## src/rtl/axi_slave_mem_bridge_if.sv

```systemverilog
// AXI4 write/read channel bundle between a burst master and the memory bridge.
// Signal names follow the AXI slave-port naming of the bridge.
interface axi_slave_mem_bridge_if #(
  parameter int ID_W   = 4,
  parameter int ADDR_W = 28,
  parameter int DATA_W = 256
);
  logic [ID_W-1:0]     S_AXI_AWID;
  logic [ADDR_W-1:0]   S_AXI_AWADDR;
  logic [7:0]          S_AXI_AWLEN;
  logic                S_AXI_AWVALID;
  logic                S_AXI_AWREADY;
  logic [DATA_W-1:0]   S_AXI_WDATA;
  logic [DATA_W/8-1:0] S_AXI_WSTRB;
  logic                S_AXI_WLAST;
  logic                S_AXI_WVALID;
  logic                S_AXI_WREADY;
  logic [ID_W-1:0]     S_AXI_BID;
  logic [1:0]          S_AXI_BRESP;
  logic                S_AXI_BVALID;
  logic                S_AXI_BREADY;
  logic [ID_W-1:0]     S_AXI_ARID;
  logic [ADDR_W-1:0]   S_AXI_ARADDR;
  logic [7:0]          S_AXI_ARLEN;
  logic                S_AXI_ARVALID;
  logic                S_AXI_ARREADY;
  logic [ID_W-1:0]     S_AXI_RID;
  logic [DATA_W-1:0]   S_AXI_RDATA;
  logic [1:0]          S_AXI_RRESP;
  logic                S_AXI_RLAST;
  logic                S_AXI_RVALID;
  logic                S_AXI_RREADY;

  modport slave (
    input  S_AXI_AWID, S_AXI_AWADDR, S_AXI_AWLEN, S_AXI_AWVALID,
    output S_AXI_AWREADY,
    input  S_AXI_WDATA, S_AXI_WSTRB, S_AXI_WLAST, S_AXI_WVALID,
    output S_AXI_WREADY,
    output S_AXI_BID, S_AXI_BRESP, S_AXI_BVALID,
    input  S_AXI_BREADY,
    input  S_AXI_ARID, S_AXI_ARADDR, S_AXI_ARLEN, S_AXI_ARVALID,
    output S_AXI_ARREADY,
    output S_AXI_RID, S_AXI_RDATA, S_AXI_RRESP, S_AXI_RLAST, S_AXI_RVALID,
    input  S_AXI_RREADY
  );

  modport master (
    output S_AXI_AWID, S_AXI_AWADDR, S_AXI_AWLEN, S_AXI_AWVALID,
    input  S_AXI_AWREADY,
    output S_AXI_WDATA, S_AXI_WSTRB, S_AXI_WLAST, S_AXI_WVALID,
    input  S_AXI_WREADY,
    input  S_AXI_BID, S_AXI_BRESP, S_AXI_BVALID,
    output S_AXI_BREADY,
    output S_AXI_ARID, S_AXI_ARADDR, S_AXI_ARLEN, S_AXI_ARVALID,
    input  S_AXI_ARREADY,
    input  S_AXI_RID, S_AXI_RDATA, S_AXI_RRESP, S_AXI_RLAST, S_AXI_RVALID,
    output S_AXI_RREADY
  );
endinterface

```

## src/rtl/axi_slave_mem_bridge.sv

```systemverilog
// AXI4 INCR-burst slave terminating on a dual-port synchronous memory.
// Write and read channels are independent FSMs; reads go through a 2-entry output FIFO.
module axi_slave_mem_bridge #(
  parameter int S_AXI_ID_WIDTH   = 4,
  parameter int S_AXI_ADDR_WIDTH = 28,
  parameter int S_AXI_DATA_WIDTH = 256,
  parameter int MEM_ADDR_WIDTH   = 10,
  parameter int BEAT_INC         = S_AXI_DATA_WIDTH / 32
) (
  input  logic                          S_AXI_ACLK,
  input  logic                          S_AXI_ARESETN,
  axi_slave_mem_bridge_if.slave         s_axi,
  output logic                          mem_wen,
  output logic [MEM_ADDR_WIDTH-1:0]     mem_waddr,
  output logic [S_AXI_DATA_WIDTH-1:0]   mem_wdata,
  output logic [S_AXI_DATA_WIDTH/8-1:0] mem_wstrb,
  output logic                          mem_ren,
  output logic [MEM_ADDR_WIDTH-1:0]     mem_raddr,
  input  logic [S_AXI_DATA_WIDTH-1:0]   mem_rdata,
  output logic [1:0]                    dbg_w_state,
  output logic                          dbg_r_state
);

  // Handshakes: a transfer happens on a rising clock edge where VALID and READY are
  // both high; a source holds VALID and its payload stable until that edge.

  typedef enum logic [1:0] {W_IDLE = 2'd0, W_DATA = 2'd1, W_RESP = 2'd2} w_state_e;
  typedef enum logic {R_IDLE = 1'b0, R_BURST = 1'b1} r_state_e;

  logic [MEM_ADDR_WIDTH-1:0] aw_word, ar_word;
  assign aw_word = MEM_ADDR_WIDTH'(s_axi.S_AXI_AWADDR / S_AXI_ADDR_WIDTH'(BEAT_INC));
  assign ar_word = MEM_ADDR_WIDTH'(s_axi.S_AXI_ARADDR / S_AXI_ADDR_WIDTH'(BEAT_INC));

  // ---------------- write channel ----------------
  w_state_e                  w_state_q, w_state_d;
  logic [MEM_ADDR_WIDTH-1:0] w_addr_q, w_addr_d;
  logic [7:0]                w_len_q, w_len_d;
  logic [8:0]                w_cnt_q, w_cnt_d;
  logic                      w_err_q, w_err_d;
  logic [S_AXI_ID_WIDTH-1:0] w_id_q, w_id_d;
  logic                      aw_ready, w_ready, b_valid, w_final;
  logic [1:0]                b_resp;

  assign w_final = (w_cnt_q == {1'b0, w_len_q});

  always_comb begin
    w_state_d = w_state_q;
    w_addr_d  = w_addr_q;
    w_len_d   = w_len_q;
    w_cnt_d   = w_cnt_q;
    w_err_d   = w_err_q;
    w_id_d    = w_id_q;
    aw_ready  = 1'b0;
    w_ready   = 1'b0;
    b_valid   = 1'b0;
    b_resp    = 2'b00;
    mem_wen   = 1'b0;
    unique case (w_state_q)
      W_IDLE: begin
        aw_ready = 1'b1;
        if (s_axi.S_AXI_AWVALID) begin
          w_addr_d  = aw_word;
          w_len_d   = s_axi.S_AXI_AWLEN;
          w_id_d    = s_axi.S_AXI_AWID;
          w_cnt_d   = 9'd0;
          w_err_d   = 1'b0;
          w_state_d = W_DATA;
        end
      end
      W_DATA: begin
        w_ready = 1'b1;
        if (s_axi.S_AXI_WVALID) begin
          mem_wen  = 1'b1;
          w_addr_d = w_addr_q + MEM_ADDR_WIDTH'(1);
          w_cnt_d  = w_cnt_q + 9'd1;
          // The beat count ends the burst; a misplaced WLAST is only reported.
          if (s_axi.S_AXI_WLAST != w_final) w_err_d = 1'b1;
          if (w_final) w_state_d = W_RESP;
        end
      end
      W_RESP: begin
        b_valid = 1'b1;
        b_resp  = w_err_q ? 2'b10 : 2'b00;
        if (s_axi.S_AXI_BREADY) w_state_d = W_IDLE;
      end
      default: w_state_d = W_IDLE;
    endcase
  end

  always_ff @(posedge S_AXI_ACLK or negedge S_AXI_ARESETN) begin
    if (!S_AXI_ARESETN) begin
      w_state_q <= W_IDLE;
      w_addr_q  <= '0;
      w_len_q   <= '0;
      w_cnt_q   <= '0;
      w_err_q   <= 1'b0;
      w_id_q    <= '0;
    end else begin
      w_state_q <= w_state_d;
      w_addr_q  <= w_addr_d;
      w_len_q   <= w_len_d;
      w_cnt_q   <= w_cnt_d;
      w_err_q   <= w_err_d;
      w_id_q    <= w_id_d;
    end
  end

  assign s_axi.S_AXI_AWREADY = aw_ready;
  assign s_axi.S_AXI_WREADY  = w_ready;
  assign s_axi.S_AXI_BVALID  = b_valid;
  assign s_axi.S_AXI_BRESP   = b_resp;
  assign s_axi.S_AXI_BID     = w_id_q;
  assign mem_waddr           = w_addr_q;
  assign mem_wdata           = s_axi.S_AXI_WDATA;
  assign mem_wstrb           = s_axi.S_AXI_WSTRB;

  // ---------------- read channel ----------------
  r_state_e                    r_state_q, r_state_d;
  logic [MEM_ADDR_WIDTH-1:0]   r_addr_q, r_addr_d;
  logic [7:0]                  r_len_q, r_len_d;
  logic [S_AXI_ID_WIDTH-1:0]   r_id_q, r_id_d;
  logic [8:0]                  r_issued_q, r_issued_d;
  logic [8:0]                  r_beat_q, r_beat_d;
  logic                        r_inflight_q, r_inflight_d;
  logic [S_AXI_DATA_WIDTH-1:0] fifo_data_q [2];
  logic [S_AXI_DATA_WIDTH-1:0] fifo_data_d [2];
  logic [1:0]                  fifo_last_q, fifo_last_d;
  logic                        fifo_wptr_q, fifo_wptr_d;
  logic                        fifo_rptr_q, fifo_rptr_d;
  logic [1:0]                  fifo_cnt_q, fifo_cnt_d;
  logic                        ar_ready, r_valid, fifo_push, fifo_pop, credit_ok;
  logic [1:0]                  outstanding;

  assign r_valid     = (fifo_cnt_q != 2'd0);
  assign fifo_pop    = r_valid && s_axi.S_AXI_RREADY;
  assign fifo_push   = r_inflight_q;
  assign outstanding = fifo_cnt_q + {1'b0, r_inflight_q};
  // A pop this cycle frees a slot in time for the word issued now, keeping 1 beat/cycle.
  assign credit_ok   = (outstanding < 2'd2) || ((outstanding == 2'd2) && fifo_pop);

  always_comb begin
    r_state_d    = r_state_q;
    r_addr_d     = r_addr_q;
    r_len_d      = r_len_q;
    r_id_d       = r_id_q;
    r_issued_d   = r_issued_q;
    r_beat_d     = r_beat_q;
    fifo_data_d  = fifo_data_q;
    fifo_last_d  = fifo_last_q;
    fifo_wptr_d  = fifo_wptr_q;
    fifo_rptr_d  = fifo_rptr_q;
    fifo_cnt_d   = fifo_cnt_q;
    ar_ready     = 1'b0;
    mem_ren      = 1'b0;
    mem_raddr    = r_addr_q;
    unique case (r_state_q)
      R_IDLE: begin
        ar_ready = 1'b1;
        // The first beat is fetched in the AR handshake cycle itself.
        if (s_axi.S_AXI_ARVALID) begin
          mem_ren    = 1'b1;
          mem_raddr  = ar_word;
          r_addr_d   = ar_word + MEM_ADDR_WIDTH'(1);
          r_len_d    = s_axi.S_AXI_ARLEN;
          r_id_d     = s_axi.S_AXI_ARID;
          r_issued_d = 9'd1;
          r_beat_d   = 9'd0;
          r_state_d  = R_BURST;
        end
      end
      R_BURST: begin
        if ((r_issued_q <= {1'b0, r_len_q}) && credit_ok) begin
          mem_ren    = 1'b1;
          r_addr_d   = r_addr_q + MEM_ADDR_WIDTH'(1);
          r_issued_d = r_issued_q + 9'd1;
        end
        if (fifo_pop && fifo_last_q[fifo_rptr_q]) r_state_d = R_IDLE;
      end
      default: r_state_d = R_IDLE;
    endcase
    r_inflight_d = mem_ren;
    if (fifo_push) begin
      fifo_data_d[fifo_wptr_q] = mem_rdata;
      fifo_last_d[fifo_wptr_q] = (r_beat_q == {1'b0, r_len_q});
      fifo_wptr_d              = ~fifo_wptr_q;
      r_beat_d                 = r_beat_q + 9'd1;
    end
    if (fifo_pop) fifo_rptr_d = ~fifo_rptr_q;
    case ({fifo_push, fifo_pop})
      2'b10:   fifo_cnt_d = fifo_cnt_q + 2'd1;
      2'b01:   fifo_cnt_d = fifo_cnt_q - 2'd1;
      default: fifo_cnt_d = fifo_cnt_q;
    endcase
  end

  always_ff @(posedge S_AXI_ACLK or negedge S_AXI_ARESETN) begin
    if (!S_AXI_ARESETN) begin
      r_state_q    <= R_IDLE;
      r_addr_q     <= '0;
      r_len_q      <= '0;
      r_id_q       <= '0;
      r_issued_q   <= '0;
      r_beat_q     <= '0;
      r_inflight_q <= 1'b0;
      fifo_data_q  <= '{default: '0};
      fifo_last_q  <= '0;
      fifo_wptr_q  <= 1'b0;
      fifo_rptr_q  <= 1'b0;
      fifo_cnt_q   <= '0;
    end else begin
      r_state_q    <= r_state_d;
      r_addr_q     <= r_addr_d;
      r_len_q      <= r_len_d;
      r_id_q       <= r_id_d;
      r_issued_q   <= r_issued_d;
      r_beat_q     <= r_beat_d;
      r_inflight_q <= r_inflight_d;
      fifo_data_q  <= fifo_data_d;
      fifo_last_q  <= fifo_last_d;
      fifo_wptr_q  <= fifo_wptr_d;
      fifo_rptr_q  <= fifo_rptr_d;
      fifo_cnt_q   <= fifo_cnt_d;
    end
  end

  assign s_axi.S_AXI_ARREADY = ar_ready;
  assign s_axi.S_AXI_RVALID  = r_valid;
  assign s_axi.S_AXI_RDATA   = fifo_data_q[fifo_rptr_q];
  assign s_axi.S_AXI_RLAST   = r_valid & fifo_last_q[fifo_rptr_q];
  assign s_axi.S_AXI_RID     = r_id_q;
  assign s_axi.S_AXI_RRESP   = 2'b00;

  assign dbg_w_state = w_state_q;
  assign dbg_r_state = r_state_q;

endmodule

```

## src/flat_wrapper.sv

```systemverilog
// flat-port wrapper written by rule: the top's interface ports become plain ports
module axi_slave_mem_bridge_flat 
#(
  parameter int S_AXI_ID_WIDTH   = 4,
  parameter int S_AXI_ADDR_WIDTH = 28,
  parameter int S_AXI_DATA_WIDTH = 256,
  parameter int MEM_ADDR_WIDTH   = 10,
  parameter int BEAT_INC         = S_AXI_DATA_WIDTH / 32
)
  (S_AXI_ACLK, S_AXI_ARESETN, mem_wen, mem_waddr, mem_wdata, mem_wstrb, mem_ren, mem_raddr, mem_rdata, dbg_w_state, dbg_r_state, s_axi_S_AXI_AWID, s_axi_S_AXI_AWADDR, s_axi_S_AXI_AWLEN, s_axi_S_AXI_AWVALID, s_axi_S_AXI_AWREADY, s_axi_S_AXI_WDATA, s_axi_S_AXI_WSTRB, s_axi_S_AXI_WLAST, s_axi_S_AXI_WVALID, s_axi_S_AXI_WREADY, s_axi_S_AXI_BID, s_axi_S_AXI_BRESP, s_axi_S_AXI_BVALID, s_axi_S_AXI_BREADY, s_axi_S_AXI_ARID, s_axi_S_AXI_ARADDR, s_axi_S_AXI_ARLEN, s_axi_S_AXI_ARVALID, s_axi_S_AXI_ARREADY, s_axi_S_AXI_RID, s_axi_S_AXI_RDATA, s_axi_S_AXI_RRESP, s_axi_S_AXI_RLAST, s_axi_S_AXI_RVALID, s_axi_S_AXI_RREADY);
  axi_slave_mem_bridge_if #(.ID_W((4)), .ADDR_W((28)), .DATA_W((256))) s_axi_i ();
  input  logic S_AXI_ACLK;
  input  logic S_AXI_ARESETN;
  output logic mem_wen;
  output logic [MEM_ADDR_WIDTH-1:0] mem_waddr;
  output logic [S_AXI_DATA_WIDTH-1:0] mem_wdata;
  output logic [S_AXI_DATA_WIDTH/8-1:0] mem_wstrb;
  output logic mem_ren;
  output logic [MEM_ADDR_WIDTH-1:0] mem_raddr;
  input  logic [S_AXI_DATA_WIDTH-1:0] mem_rdata;
  output logic [1:0] dbg_w_state;
  output logic dbg_r_state;
  input wire logic [$bits(s_axi_i.S_AXI_AWID)-1:0] s_axi_S_AXI_AWID;
  input wire logic [$bits(s_axi_i.S_AXI_AWADDR)-1:0] s_axi_S_AXI_AWADDR;
  input wire logic [$bits(s_axi_i.S_AXI_AWLEN)-1:0] s_axi_S_AXI_AWLEN;
  input wire logic [$bits(s_axi_i.S_AXI_AWVALID)-1:0] s_axi_S_AXI_AWVALID;
  output wire logic [$bits(s_axi_i.S_AXI_AWREADY)-1:0] s_axi_S_AXI_AWREADY;
  input wire logic [$bits(s_axi_i.S_AXI_WDATA)-1:0] s_axi_S_AXI_WDATA;
  input wire logic [$bits(s_axi_i.S_AXI_WSTRB)-1:0] s_axi_S_AXI_WSTRB;
  input wire logic [$bits(s_axi_i.S_AXI_WLAST)-1:0] s_axi_S_AXI_WLAST;
  input wire logic [$bits(s_axi_i.S_AXI_WVALID)-1:0] s_axi_S_AXI_WVALID;
  output wire logic [$bits(s_axi_i.S_AXI_WREADY)-1:0] s_axi_S_AXI_WREADY;
  output wire logic [$bits(s_axi_i.S_AXI_BID)-1:0] s_axi_S_AXI_BID;
  output wire logic [$bits(s_axi_i.S_AXI_BRESP)-1:0] s_axi_S_AXI_BRESP;
  output wire logic [$bits(s_axi_i.S_AXI_BVALID)-1:0] s_axi_S_AXI_BVALID;
  input wire logic [$bits(s_axi_i.S_AXI_BREADY)-1:0] s_axi_S_AXI_BREADY;
  input wire logic [$bits(s_axi_i.S_AXI_ARID)-1:0] s_axi_S_AXI_ARID;
  input wire logic [$bits(s_axi_i.S_AXI_ARADDR)-1:0] s_axi_S_AXI_ARADDR;
  input wire logic [$bits(s_axi_i.S_AXI_ARLEN)-1:0] s_axi_S_AXI_ARLEN;
  input wire logic [$bits(s_axi_i.S_AXI_ARVALID)-1:0] s_axi_S_AXI_ARVALID;
  output wire logic [$bits(s_axi_i.S_AXI_ARREADY)-1:0] s_axi_S_AXI_ARREADY;
  output wire logic [$bits(s_axi_i.S_AXI_RID)-1:0] s_axi_S_AXI_RID;
  output wire logic [$bits(s_axi_i.S_AXI_RDATA)-1:0] s_axi_S_AXI_RDATA;
  output wire logic [$bits(s_axi_i.S_AXI_RRESP)-1:0] s_axi_S_AXI_RRESP;
  output wire logic [$bits(s_axi_i.S_AXI_RLAST)-1:0] s_axi_S_AXI_RLAST;
  output wire logic [$bits(s_axi_i.S_AXI_RVALID)-1:0] s_axi_S_AXI_RVALID;
  input wire logic [$bits(s_axi_i.S_AXI_RREADY)-1:0] s_axi_S_AXI_RREADY;
  assign s_axi_i.S_AXI_AWID = s_axi_S_AXI_AWID;
  assign s_axi_i.S_AXI_AWADDR = s_axi_S_AXI_AWADDR;
  assign s_axi_i.S_AXI_AWLEN = s_axi_S_AXI_AWLEN;
  assign s_axi_i.S_AXI_AWVALID = s_axi_S_AXI_AWVALID;
  assign s_axi_S_AXI_AWREADY = s_axi_i.S_AXI_AWREADY;
  assign s_axi_i.S_AXI_WDATA = s_axi_S_AXI_WDATA;
  assign s_axi_i.S_AXI_WSTRB = s_axi_S_AXI_WSTRB;
  assign s_axi_i.S_AXI_WLAST = s_axi_S_AXI_WLAST;
  assign s_axi_i.S_AXI_WVALID = s_axi_S_AXI_WVALID;
  assign s_axi_S_AXI_WREADY = s_axi_i.S_AXI_WREADY;
  assign s_axi_S_AXI_BID = s_axi_i.S_AXI_BID;
  assign s_axi_S_AXI_BRESP = s_axi_i.S_AXI_BRESP;
  assign s_axi_S_AXI_BVALID = s_axi_i.S_AXI_BVALID;
  assign s_axi_i.S_AXI_BREADY = s_axi_S_AXI_BREADY;
  assign s_axi_i.S_AXI_ARID = s_axi_S_AXI_ARID;
  assign s_axi_i.S_AXI_ARADDR = s_axi_S_AXI_ARADDR;
  assign s_axi_i.S_AXI_ARLEN = s_axi_S_AXI_ARLEN;
  assign s_axi_i.S_AXI_ARVALID = s_axi_S_AXI_ARVALID;
  assign s_axi_S_AXI_ARREADY = s_axi_i.S_AXI_ARREADY;
  assign s_axi_S_AXI_RID = s_axi_i.S_AXI_RID;
  assign s_axi_S_AXI_RDATA = s_axi_i.S_AXI_RDATA;
  assign s_axi_S_AXI_RRESP = s_axi_i.S_AXI_RRESP;
  assign s_axi_S_AXI_RLAST = s_axi_i.S_AXI_RLAST;
  assign s_axi_S_AXI_RVALID = s_axi_i.S_AXI_RVALID;
  assign s_axi_i.S_AXI_RREADY = s_axi_S_AXI_RREADY;
  axi_slave_mem_bridge #(.S_AXI_ID_WIDTH(S_AXI_ID_WIDTH), .S_AXI_ADDR_WIDTH(S_AXI_ADDR_WIDTH), .S_AXI_DATA_WIDTH(S_AXI_DATA_WIDTH), .MEM_ADDR_WIDTH(MEM_ADDR_WIDTH), .BEAT_INC(BEAT_INC)) u_core (.S_AXI_ACLK(S_AXI_ACLK), .S_AXI_ARESETN(S_AXI_ARESETN), .s_axi(s_axi_i), .mem_wen(mem_wen), .mem_waddr(mem_waddr), .mem_wdata(mem_wdata), .mem_wstrb(mem_wstrb), .mem_ren(mem_ren), .mem_raddr(mem_raddr), .mem_rdata(mem_rdata), .dbg_w_state(dbg_w_state), .dbg_r_state(dbg_r_state));
endmodule
```

## config.mk

```make
export PLATFORM = sky130hd
export DESIGN_NAME = axi_slave_mem_bridge_flat
export DESIGN_NICKNAME = d
export VERILOG_FILES = /design/src/rtl/axi_slave_mem_bridge_if.sv /design/src/rtl/axi_slave_mem_bridge.sv /design/src/flat_wrapper.sv
export SDC_FILE = /design/constraint.sdc
export NUM_CORES = 1
export LEC_CHECK = 0
export CAP_MARGIN = 5
export CORE_AREA = 10 10 464 466
export CTS_CLUSTER_SIZE = 40
export DETAILED_ROUTE_END_ITERATION = 8
export DIE_AREA = 0 0 474 476
export REMOVE_ABC_BUFFERS = 1
export SYNTH_ARGS = -nofsm -noshare
export SYNTH_HDL_FRONTEND = slang
export SYNTH_SLANG_ARGS = --single-unit
```

## constraint.sdc

```tcl
create_clock -name S_AXI_ACLK -period 2.5 [get_ports S_AXI_ACLK]
set_input_delay 0.375 -clock S_AXI_ACLK [delete_from_list [all_inputs] [get_ports S_AXI_ACLK]]
set_output_delay 0.375 -clock S_AXI_ACLK [all_outputs]
set_load 0.02 [all_outputs]
```

==> out/qor.txt <==
H-tree Lvls - 3
Critical path depth - 7
Grt ovf - 0
Drt drc - 0
Detailed Routing Iterations Pass 1 - 7
Critical path arrival - 2.48 ns
Cell area after layout - 40790 µm²
Core Util, Final - 19.80%
Routed wire per std cell - 48.39 µm
Share of cells above drive strength 1 - 50.78%
Status - finished with violations
Mapped Cells - 2157
Total GRT Usage - 21.95%
Layout Nets - 3281
Worst Slack Setup Final - -0.3556 ns
CP top delay family - compound AO/OA/AOI/OAI gates
Sequential share of the synthesized area - 51.95%
Required @ worst endpoint - 2.12 ns
Slew margin rel. - 51.67%
Crit. End Element - output pin
Ports - 1219
Crit Path Class - reg -> out
Post-route minimum period - 2.856 ns
Worst-Skew Late Latency - 0.70 ns
Final hold vios - 0
Num CTS Buffers - 74
Final Wtd Congestion - 0.8669
Failing checks - setup timing
Final ANT Viol Nets - 0
CTS Buffer Depth - 3
Die width - 474 µm
Crit-path cells - ha_4 -> nand4_1 -> o21a_1 -> a311o_1 -> a21oi_2 -> inv_2 -> buf_6
Placement Cell Area - 36310 µm²
Worst vdd ir - 0.6465 mV
CTS root buf - clkbuf_16
Dpl hpwl - 223000 µm
Vias in the first global route - 20430
Setup slack, reg-to-reg - 0.22 ns
Synth area leaders - dfrtp_1 (52%), mux2_2 (31%), buf_4 (7.7%), nand2_1 (1.2%), clkbuf_1 (0.91%)
Fin. max-slew vios - 0
Crit share post-route - 114.2%
Least-Margin Pin Slew - 0.7250 ns
Crit path buffers/inverters - 2
Synth Register Bits - 594
Largest net degree at the start of global routing - 83
RSZ-0062 raised after global routing - true
# rows - 167
Die Area - 225600 µm²
Largest area contributor in the netlist - dfrtp_1
R2R depth - 9
TritonCTS clock tree - done
Post-DR vias/cell - 3.856
Leakage - 16.90 nW
Fmax - 0.3502 GHz
Core Area - 206000 µm²
Post-Layout Cell Count - 5400
Hold Crit Class - in -> reg
Worst path slowest cell - dfrtp_1
Initial DRC count - 1422
Mean Syn Cell Area - 13.26 µm²
Input/output buffers - 603
CTS sink count - 594
Fill cell count - 22190
Crit path max fanout - 2
Reg clk slew, reported paths - 0.06 ns
PwrDens - 1615 nW/µm²
Die Height - 476 µm
Final Setup Violations - 244
DR vias - 20830
Final Skew - 0.02755 ns
Main flop type after synthesis - dfrtp_1
WL final - 261300 µm
Most instantiated cells after synthesis - mux2_2 (784), dfrtp_1 (594), buf_4 (292)
Synthesis-to-layout area growth - 42.56%
Synth cell types - 60
Count leader, synth - mux2_2
Hold Path Cell Cnt - 3
Post-Place Cells - 5167
Ys async rst share - 100.0%
First-pass GRT wire length - 301600 µm
Final TNS setup - -46.79 ns
Ys Warns - 0
CP max stage delay - 0.41 ns
Netlist Area Pre-Place - 28610 µm²
Max-cap violations - 0
CP startpoint kind - register
EDFF count, synth - 0
Initial antenna violation count - 36
Starting density of the core - 13.89%
Yosys top cell area share - 51.95%
Setup WS pre-CTS - -0.1546 ns
## worst min-delay path, stage by stage
cell,delay [ns]
clkdlybuf4s50_1,0.39
nand2_1,0.05
nand2_1,0.04
## state kept, by name, summed over array words and instances, names as in the netlist, 4 cells and up
signal                  count
u_core.s_axi.S_AXI_RID      4
u_core.r_beat_q             9
u_core.mem_waddr           10
u_core.s_axi.S_AXI_BID      4
u_core.fifo_data_q        512
u_core.r_issued_q           9
u_core.r_addr_q            10
u_core.w_cnt_q              9
u_core.w_len_q              8
u_core.r_len_q              8
## power breakdown
group | total [W] | switching (W) | internal, W
registers | 0.0172 | 0.00261 | 0.0146
clock network | 0.0111 | 0.00460 | 0.00650
logic | 0.0376 | 0.0185 | 0.0191
total | 0.0659 | 0.0257 | 0.0402
## cells in the final DEF, fill, tap and decap left out, types with 26 or more instances in the layout
master           count
buf_6              199
dfrtp_1            591
nor2_1              40
mux2_2             725
dlymetal6s2s_1      26
buf_2               38
nand2_1             90
buf_12              36
clkbuf_16           93
clkdlybuf4s50_1    329
mux2_4              59
buf_4              114
## worst paths after layout
check | start | endpoint
setup / recovery | u_core.r_issued_q[2] | mem_ren
hold / removal | s_axi_S_AXI_ARID[0] | u_core.s_axi.S_AXI_RID[0]
setup reg to reg | u_core.r_issued_q[2] | u_core.r_addr_q[7]
hold reg to reg | u_core.s_axi.S_AXI_RID[3] | u_core.s_axi.S_AXI_RID[3]
max in group asynchronous | S_AXI_ARESETN | u_core.fifo_data_q[224]
min in group asynchronous | S_AXI_ARESETN | u_core.fifo_data_q[36]
## cell families after synthesis
family / Yosys count / share of synthesized area [%]
other cells: 1 / 0.01311
fa+ha+maj: 15 / 0.6559
buf+inv: 414 / 9.410
compound gates: 94 / 2.248
mux: 790 / 31.07
simple gates: 211 / 3.494
flops: 594 / 51.95
xor+xnor: 38 / 1.163
## timing repair
item / 4_1_cts / 5_1_grt
hold endpoints to repair: 35 / 0
endpoints found under the setup margin: 267 / 278
cloned: 1 / 26
resized for setup: 353 / 893
setup buffers: 4 / 65
pin swaps: 2 / 5
hold buffers: 1 / 0
## area by class of cell
type	count	area (µm²)	share of cell area, %
clock inverter	25	357.8	0.8773
antenna	6	15.01	0.03681
multi-input combinational	1151	11380	27.91
tap	2704	3383	8.294
clock buffer	107	2127	5.215
inverter	18	67.56	0.1656
timing repair buffer	795	8584	21.05
sequential	594	14870	36.46
## stage by stage
step,total power [W],hold slack [ns]
after floorplan,0.02745,0.07941
after global placement,0.05051,0.4225
after detailed placement,0.05110,0.4230
after CTS,0.06140,0.1249
after global routing,0.06923,0.1644
final,0.06586,0.2109
## layer usage
| metal | vias to the layer above | GRT usage (%) | part of all wire (%) | wire length (µm) |
|---|---|---|---|---|
| met5 | - | 16.04 | 1.8 | 4779 |
| met4 | 44 | 8.356 | 4.7 | 12410 |
| met3 | 271 | 27.78 | 25 | 65280 |
| met2 | 2013 | 32.93 | 43 | 111500 |
| met1 | 10220 | 15.18 | 26 | 67330 |
| li1 | 8274 | - | - | - |
No activity file was read; power rests on OpenSTA's default activity.
